## src/rtl/uart_txrx.sv

```systemverilog
// Full-duplex 8N1 UART: independent TX and RX paths on one clock.
// Optional stop-bit checking on RX under `UART_RX_FRAME_CHECK_EN.
module uart_txrx #(
    parameter int SYS_CLOCK     = 50000000,
    parameter int UART_BAUDRATE = 115200
) (
    input  logic       i_SysClock,
    input  logic       i_ResetN,
    input  logic       i_TxValid,
    input  logic [7:0] i_TxByte,
    output logic       o_TxSerial,
    output logic       o_TxDone,
    input  logic       i_RxSerial,
    output logic [7:0] o_RxByte,
    output logic       o_RxDone
`ifdef UART_RX_FRAME_CHECK_EN
  , output logic       o_RxFrameErr
`endif
);

    localparam int CLKS_PER_BIT = SYS_CLOCK / UART_BAUDRATE;
    localparam int CW = $clog2(CLKS_PER_BIT + 1);
    localparam logic [CW-1:0] BIT_END = CW'(CLKS_PER_BIT - 1);
    localparam logic [CW-1:0] HALF = CW'(CLKS_PER_BIT / 2);

    typedef enum logic [2:0] {
        TX_IDLE, TX_START, TX_DATA, TX_STOP, TX_DONE
    } tx_state_t;

    typedef enum logic [2:0] {
        RX_IDLE, RX_START, RX_DATA, RX_STOP
`ifdef UART_RX_FRAME_CHECK_EN
      , RX_BREAK
`endif
    } rx_state_t;

    tx_state_t     tx_state;
    logic [CW-1:0] tx_cnt;
    logic [2:0]    tx_idx;
    logic [7:0]    tx_data;

    rx_state_t     rx_state;
    logic [CW-1:0] rx_cnt;
    logic [2:0]    rx_idx;
    logic [7:0]    rx_hold;
    logic          rx_meta;
    logic          rx_sync;

    always_ff @(posedge i_SysClock or negedge i_ResetN) begin
        if (!i_ResetN) begin
            tx_state   <= TX_IDLE;
            tx_cnt     <= '0;
            tx_idx     <= '0;
            tx_data    <= '0;
            o_TxSerial <= 1'b1;
            o_TxDone   <= 1'b0;
        end else begin
            unique case (tx_state)
                TX_IDLE: begin
                    o_TxSerial <= 1'b1;
                    o_TxDone   <= 1'b0;
                    tx_cnt     <= '0;
                    tx_idx     <= '0;
                    if (i_TxValid) begin
                        tx_data  <= i_TxByte;
                        tx_state <= TX_START;
                    end
                end
                TX_START: begin
                    o_TxSerial <= 1'b0;
                    if (tx_cnt == BIT_END) begin
                        tx_cnt   <= '0;
                        tx_state <= TX_DATA;
                    end else begin
                        tx_cnt <= tx_cnt + 1'b1;
                    end
                end
                TX_DATA: begin
                    o_TxSerial <= tx_data[tx_idx];
                    if (tx_cnt == BIT_END) begin
                        tx_cnt <= '0;
                        if (tx_idx == 3'd7) begin
                            tx_state <= TX_STOP;
                        end else begin
                            tx_idx <= tx_idx + 1'b1;
                        end
                    end else begin
                        tx_cnt <= tx_cnt + 1'b1;
                    end
                end
                TX_STOP: begin
                    o_TxSerial <= 1'b1;
                    if (tx_cnt == BIT_END) begin
                        tx_cnt   <= '0;
                        o_TxDone <= 1'b1;
                        tx_state <= TX_DONE;
                    end else begin
                        tx_cnt <= tx_cnt + 1'b1;
                    end
                end
                TX_DONE: begin
                    o_TxSerial <= 1'b1;
                    o_TxDone   <= 1'b0;
                    tx_state   <= TX_IDLE;
                end
                default: begin
                    o_TxSerial <= 1'b1;
                    o_TxDone   <= 1'b0;
                    tx_state   <= TX_IDLE;
                end
            endcase
        end
    end

    // Line is asynchronous; only rx_sync feeds the RX FSM.
    always_ff @(posedge i_SysClock or negedge i_ResetN) begin
        if (!i_ResetN) begin
            rx_meta <= 1'b1;
            rx_sync <= 1'b1;
        end else begin
            rx_meta <= i_RxSerial;
            rx_sync <= rx_meta;
        end
    end

    always_ff @(posedge i_SysClock or negedge i_ResetN) begin
        if (!i_ResetN) begin
            rx_state <= RX_IDLE;
            rx_cnt   <= '0;
            rx_idx   <= '0;
            rx_hold  <= '0;
            o_RxByte <= '0;
            o_RxDone <= 1'b0;
`ifdef UART_RX_FRAME_CHECK_EN
            o_RxFrameErr <= 1'b0;
`endif
        end else begin
            unique case (rx_state)
                RX_IDLE: begin
                    rx_cnt <= '0;
                    rx_idx <= '0;
                    if (!rx_sync) rx_state <= RX_START;
                end
                RX_START: begin
                    if (rx_cnt == HALF) begin
                        rx_cnt <= '0;
                        if (rx_sync) begin
                            rx_state <= RX_IDLE;
                        end else begin
                            o_RxDone <= 1'b0;
`ifdef UART_RX_FRAME_CHECK_EN
                            o_RxFrameErr <= 1'b0;
`endif
                            rx_state <= RX_DATA;
                        end
                    end else begin
                        rx_cnt <= rx_cnt + 1'b1;
                    end
                end
                RX_DATA: begin
                    if (rx_cnt == BIT_END) begin
                        rx_cnt  <= '0;
                        rx_hold <= {rx_sync, rx_hold[7:1]};
                        if (rx_idx == 3'd7) begin
                            rx_state <= RX_STOP;
                        end else begin
                            rx_idx <= rx_idx + 1'b1;
                        end
                    end else begin
                        rx_cnt <= rx_cnt + 1'b1;
                    end
                end
                RX_STOP: begin
                    if (rx_cnt == BIT_END) begin
                        rx_cnt <= '0;
`ifdef UART_RX_FRAME_CHECK_EN
                        if (rx_sync) begin
                            o_RxByte <= rx_hold;
                            o_RxDone <= 1'b1;
                            rx_state <= RX_IDLE;
                        end else begin
                            o_RxFrameErr <= 1'b1;
                            rx_state     <= RX_BREAK;
                        end
`else
                        o_RxByte <= rx_hold;
                        o_RxDone <= 1'b1;
                        rx_state <= RX_IDLE;
`endif
                    end else begin
                        rx_cnt <= rx_cnt + 1'b1;
                    end
                end
`ifdef UART_RX_FRAME_CHECK_EN
                // Wait out a held-low line so it is not taken as a new start.
                RX_BREAK: begin
                    if (rx_sync) rx_state <= RX_IDLE;
                end
`endif
                default: rx_state <= RX_IDLE;
            endcase
        end
    end

endmodule

```

## config.mk

```make
export PLATFORM = sky130hd
export DESIGN_NAME = uart_txrx
export DESIGN_NICKNAME = d
export VERILOG_FILES = /design/src/rtl/uart_txrx.sv
export SDC_FILE = /design/constraint.sdc
export NUM_CORES = 1
export LEC_CHECK = 0
export ABC_AREA = 1
export CAP_MARGIN = 10
export CORE_UTILIZATION = 30
export CTS_CLUSTER_DIAMETER = 100
export DETAILED_ROUTE_END_ITERATION = 16
export PLACE_DENSITY = 0.48
export SLEW_MARGIN = 20
export SYNTH_ARGS = -nofsm -noshare
export SYNTH_HDL_FRONTEND = slang
export SYNTH_SLANG_ARGS = --single-unit
```

## constraint.sdc

```tcl
create_clock -name i_SysClock -period 1.85 [get_ports i_SysClock]
set_input_delay 0.37 -clock i_SysClock [delete_from_list [all_inputs] [get_ports i_SysClock]]
set_output_delay 0.37 -clock i_SysClock [all_outputs]
set_load 0.005 [all_outputs]
```

Word-level counts from Yosys, hierarchy flattened
Cells that the tools add are included.

word-level totals
  bits of input ports = 12
  register bits = 59
  logic and storage cells = 96
  output and inout bits = 11

cells by class
  equal/unequal tests = 24
  add/subtract/negate cells = 4
  multiplexer cells = 33
  reduce and logical (&&, ||, !) cells = 19
  bitwise logic cells = 1
  magnitude comparators = 1

operator list
  kind                                                        count
  two-way mux 3 bit                                           14
  two-way mux 9 bit                                           3
  one-hot mux 9 bit (3 select lines)                          1
  inequality test 2 bit, second input constant                13
  one-hot mux 3 bit (4 select lines)                          2
  adder 9 x 1 -> 9 bit, second input constant                 2
  equality test 9 bit, second input constant                  2
  one-hot mux 9 bit (2 select lines)                          1
  equality test 3 x 2 -> 1 bit, second input constant         4
  one-hot mux 3 bit (2 select lines)                          2
  AND reduction 5 bit                                         2
  equality test 9 x 8 -> 1 bit, second input constant         1
  AND reduction 2 bit                                         4
  nonzero test 2 bit                                          4
  adder 3 x 1 -> 3 bit, second input constant                 2
  equality test 3 x 1 -> 1 bit, second input constant         2
  equality test 3 bit, second input constant                  2
  logical NOT 3 bit                                           2
  one-hot mux 1 bit (2 select lines)                          3
  AND reduction 3 bit                                         2
  two-way mux 1 bit                                           5
  less-than comparator 3 x 4 -> 1 bit, second input constant  1
  AND reduction 4 bit                                         1
  OR reduction 2 bit                                          2
  other kinds (5)                                             5

Longest topological paths before layout
Gate-level depths: netlist of run 1.

  depth in word-level cells = 4
  mapped depth = 9
  mapped depth without buffers = 9

Least setup slack after synthesis of run 1
OpenSTA, ideal clock, no wires.

  path kind = register to register
  start point = reg rx_cnt[1]
  end point = reg rx_cnt[6]
  stages on the path, launching flop included = 10
  library setup time = 0.118 ns
  data required time = 1.732 ns
  period minus slack after synthesis = 1.338 ns
  arrival = 1.220 ns
  slack = 0.512 ns
  buffers on the path = 0
  path through = dfrtp_1 > inv_1 > ha_1 > nand2_2 > nor2_4 > nand2_4 > nand2_1 > nand2_2 > inv_2 > nor2_1

on the way
  word-level cells in the longest chain between the ends = 3
  elaborated cells between the ends (all ways) = 6
  classes of those cells = 1 x add/sub; 2 x eq/ne; 3 x mux

ends and longest elaborated chain
  item                                                line           text
  start: declaration                                  43             logic [CW-1:0] rx_cnt;
  start signal: assignment                            157            rx_cnt <= rx_cnt + 1'b1;
  start signal: assignment                            170            rx_cnt <= rx_cnt + 1'b1;
  start signal: assignment                            191            rx_cnt <= rx_cnt + 1'b1;
  adder 9 x 1 -> 9 bit, or another cell as far along  157, 170, 191
  two-way mux 9 bit, on equally long branches         161, 174, 145
  one-hot mux 9 bit (3 select lines) (*)              138            unique case (rx_state)

Every way passes the cells marked *; elsewhere a longest branch is shown, timed or not.
A chain may end at the register's enable or synchronous reset.

Worst setup path in the final report of run 1
  start point = reg o_TxSerial
  end point = out o_TxSerial

RTL lines
  item                      line  text
  start: declaration        11    output logic o_TxSerial,
  start signal: assignment  79    o_TxSerial <= tx_data[tx_idx];

No word-level cell between the ends.

==> flow_metrics.tcl, run 1 <==
set metrics [dict create \
    outcome "finished, final reports clean" \
    required_ns 1.48 \
    clock_path_buffers 2 \
    worstPathMaxFanout 1 \
    hold_ws_ns 0.3646 \
    hold_violations 0 \
    final_layout_size_suffix_gt1_share_pct 11.42 \
    grt_pass1_wl_mm 9.321 \
    p_total_mw 2.476 \
    layout_commonest_cell "nand2_1" \
    synth_cells 320 \
    criticalPathCategory "register to output pin" \
    tightestPinTransition_ns 0.3881 \
    synth-async-reset-ratio_pct 100.0 \
    grt_overflow 0 \
    hp-class "register to register" \
    hold_buffers 1 \
    drv_cap 0 \
    coreArea_um2 8848 \
    path_clk_slew_ns 0.06 \
    die-width_um 98.42 \
    crit_buf_inv 1 \
    setup_viol_count_final 0 \
    post_cts_buffers 0 \
    power.leakage_nw 1.665 \
    period_share_pct 92.01 \
    critPathTopFamily "flip-flops" \
    finalMaxSlewViolations 0 \
    nets 374 \
    synth-edff-count 0 \
    cts.sinks 58 \
    relSlewSlack_pct 73.93 \
    grt_pass1_vias 2127 \
    synth_area_per_cell_um2 8.715 \
    cts_max_level 3 \
    num_vias 2075 \
    diodes 0 \
    io_pins 23 \
    initial_core_util_pct 31.52 \
    period_needed_ns 1.702 \
    post-route-drc-count 0 \
    min_from "rx_meta" \
    cp-startpoint "o_TxSerial" \
    powerDensity_nw_per_um2 739.2 \
    netlist_area_um2 2789 \
    die_area_um2 9686 \
    grt_max_degree 36 \
    dr.pass1.iters 6 \
    ys_types 30 \
    drtIter0Drc 54 \
    cts_root_buf "clkbuf_8" \
    die_h_um 98.42 \
    viasPerCell 4.443 \
    skew_ns 0.01097 \
    antenna_left 0 \
    syn2layout_area_growth_pct 20.10 \
    crit_chain "clkdlybuf4s50_1" \
    grt_usage_pct 11.91 \
    io_buffers 22 \
    ir_drop_uv 410.9 \
    postLayoutCoreUtil_pct 37.85 \
    reg2reg_from "tx_idx[0]" \
    grt_antenna_before_repair 0 \
    row_count 34 \
    cts_resized 0 \
    yosys_most_used_dff "dfrtp_1" \
    wire_per_inst_um 10.63 \
    grt_setup_unrepaired "false" \
    cp.arrival_ns 1.33 \
    yosysWarnings 0 \
    clkLatencyLatePin_ns 0.33 \
    max_stage_delay_ns 0.51 \
    ys_ff_latch 58 \
    cts_tree "done" \
    dp_hpwl_mm 3.657 \
    syn-num-nets 340 \
    place_congestion 0.7940 \
    ys_seq_area_share_pct 52.18 \
    final_cell_mix "75 x nand2_1, 55 x dfrtp_1, 47 x inv_1" \
    crit_path_top_delay_cell "dfstp_2" \
    setup_tns_ns 0 \
    fmaxAchievable_mhz 587.5 \
    end_kind "output pin" \
    totalWireLength_mm 4.965 \
    startpoint_type "register" \
    cts_buffers 9 \
]
-- state kept, by name, indices dropped and copies added, names as in the netlist, 3 cells and up --
name      cells
o_RxByte      8
tx_state      3
tx_idx        3
tx_cnt        9
rx_cnt        9
rx_hold       8
rx_idx        3
tx_data       8
-- per-stage QoR --
step / setup slack (ns) / std cells / instance area (um2)
floorplan: 0.5121 / 320 / 2789
global placement: 0.3253 / 450 / 3144
detailed placement: 0.3189 / 450 / 3144
CTS: 0.1175 / 467 / 3349
global route: 0.09299 / 467 / 3349
finish: 0.1479 / 467 / 3349
-- final timing paths --
path / end / slack [ns] / cells past startpoint
worst min-delay path: rx_sync / 0.36 / 0
worst min register to register: rx_sync / 0.36 / 0
max in group asynchronous: o_TxSerial / 0.84 / 3
min in group asynchronous: rx_cnt[4] / 0.46 / 2
worst max-delay path: o_TxSerial / 0.15 / 1
worst max register to register: tx_idx[0] / 0.34 / 8
-- power by group --
part / internal (mW) / switching [mW]
clock network: 0.654 / 0.492
logic: 0.0273 / 0.0289
registers: 1.27 / 0.00149
total: 1.95 / 0.522
-- metal layers --
layer / vias to the layer above / track usage (%) / routed length (um)
li1: 1082 / - / -
met2: 23 / 19.56 / 2345
met4: 0 / 4.822 / 45
met1: 966 / 14.84 / 2429
met5: - / 0 / 0
met3: 4 / 3.333 / 145
-- cells by family (layout without fill, tap and decap cells) --
kind of cell,Yosys count,after routing,synth area share (%)
xor+xnor,7,7,2.198
compound gates,37,37,6.909
simple gates,152,152,24.77
flops,58,58,52.18
mux,7,7,2.827
buf+inv,51,90,7.537
fa+ha+maj,8,8,3.589
-- worst register-to-register path, cell delays in order, from the launching register on --
cell and delay [ns]:
dfrtp_1 0.47, ha_1 0.24, ha_1 0.17, inv_1 0.05, nand3_1 0.09, inv_1 0.11, nand2_1 0.11, nand3_1 0.08
o21ai_0 0.07
-- cells in the mapped netlist (2+ instances only) --
cell      n  area share [%]
a21oi_1   5            0.90
dfrtp_1  55              49
dfstp_2   3             2.8
ha_1      8             3.6
inv_1    47             6.3
mux2_2    7             2.8
nand2_1  75              10
nand2_2   3            0.67
nand3_1  25             4.5
nand4_1   5             1.1
nor2_1   32             4.3
nor3_1    4            0.72
o21ai_0  20             3.6
o21ai_1   8             1.4
o22ai_1   3            0.67
xnor2_1   2            0.63
xor2_1    5             1.6
-- cell type report --
| class | instances | area, um2 |
|---|---|---|
| well taps | 108 | 135.1 |
| clock inverters | 5 | 53.80 |
| fillers | 932 | 5499 |
| repair buffers | 26 | 260.3 |
| clock buffers | 11 | 141.4 |
| multi-input cells | 211 | 1124 |
| flip-flops and latches | 58 | 1455 |
| inverters | 48 | 180.2 |
No activity file was read; power rests on OpenSTA's default activity.
==> run 2, diff against run 1 <==
--- a/config.mk
+++ b/config.mk
@@ -8,10 +8,10 @@
 export ABC_AREA = 1
 export CAP_MARGIN = 10
 export CORE_UTILIZATION = 30
-export CTS_CLUSTER_DIAMETER = 100
 export DETAILED_ROUTE_END_ITERATION = 16
 export PLACE_DENSITY = 0.48
 export SLEW_MARGIN = 20
 export SYNTH_ARGS = -nofsm -noshare
 export SYNTH_HDL_FRONTEND = slang
 export SYNTH_SLANG_ARGS = --single-unit
+export TNS_END_PERCENT = 20
==> results of run 2 <==
Final layout, timing and power as in run 1 (identical DEF).
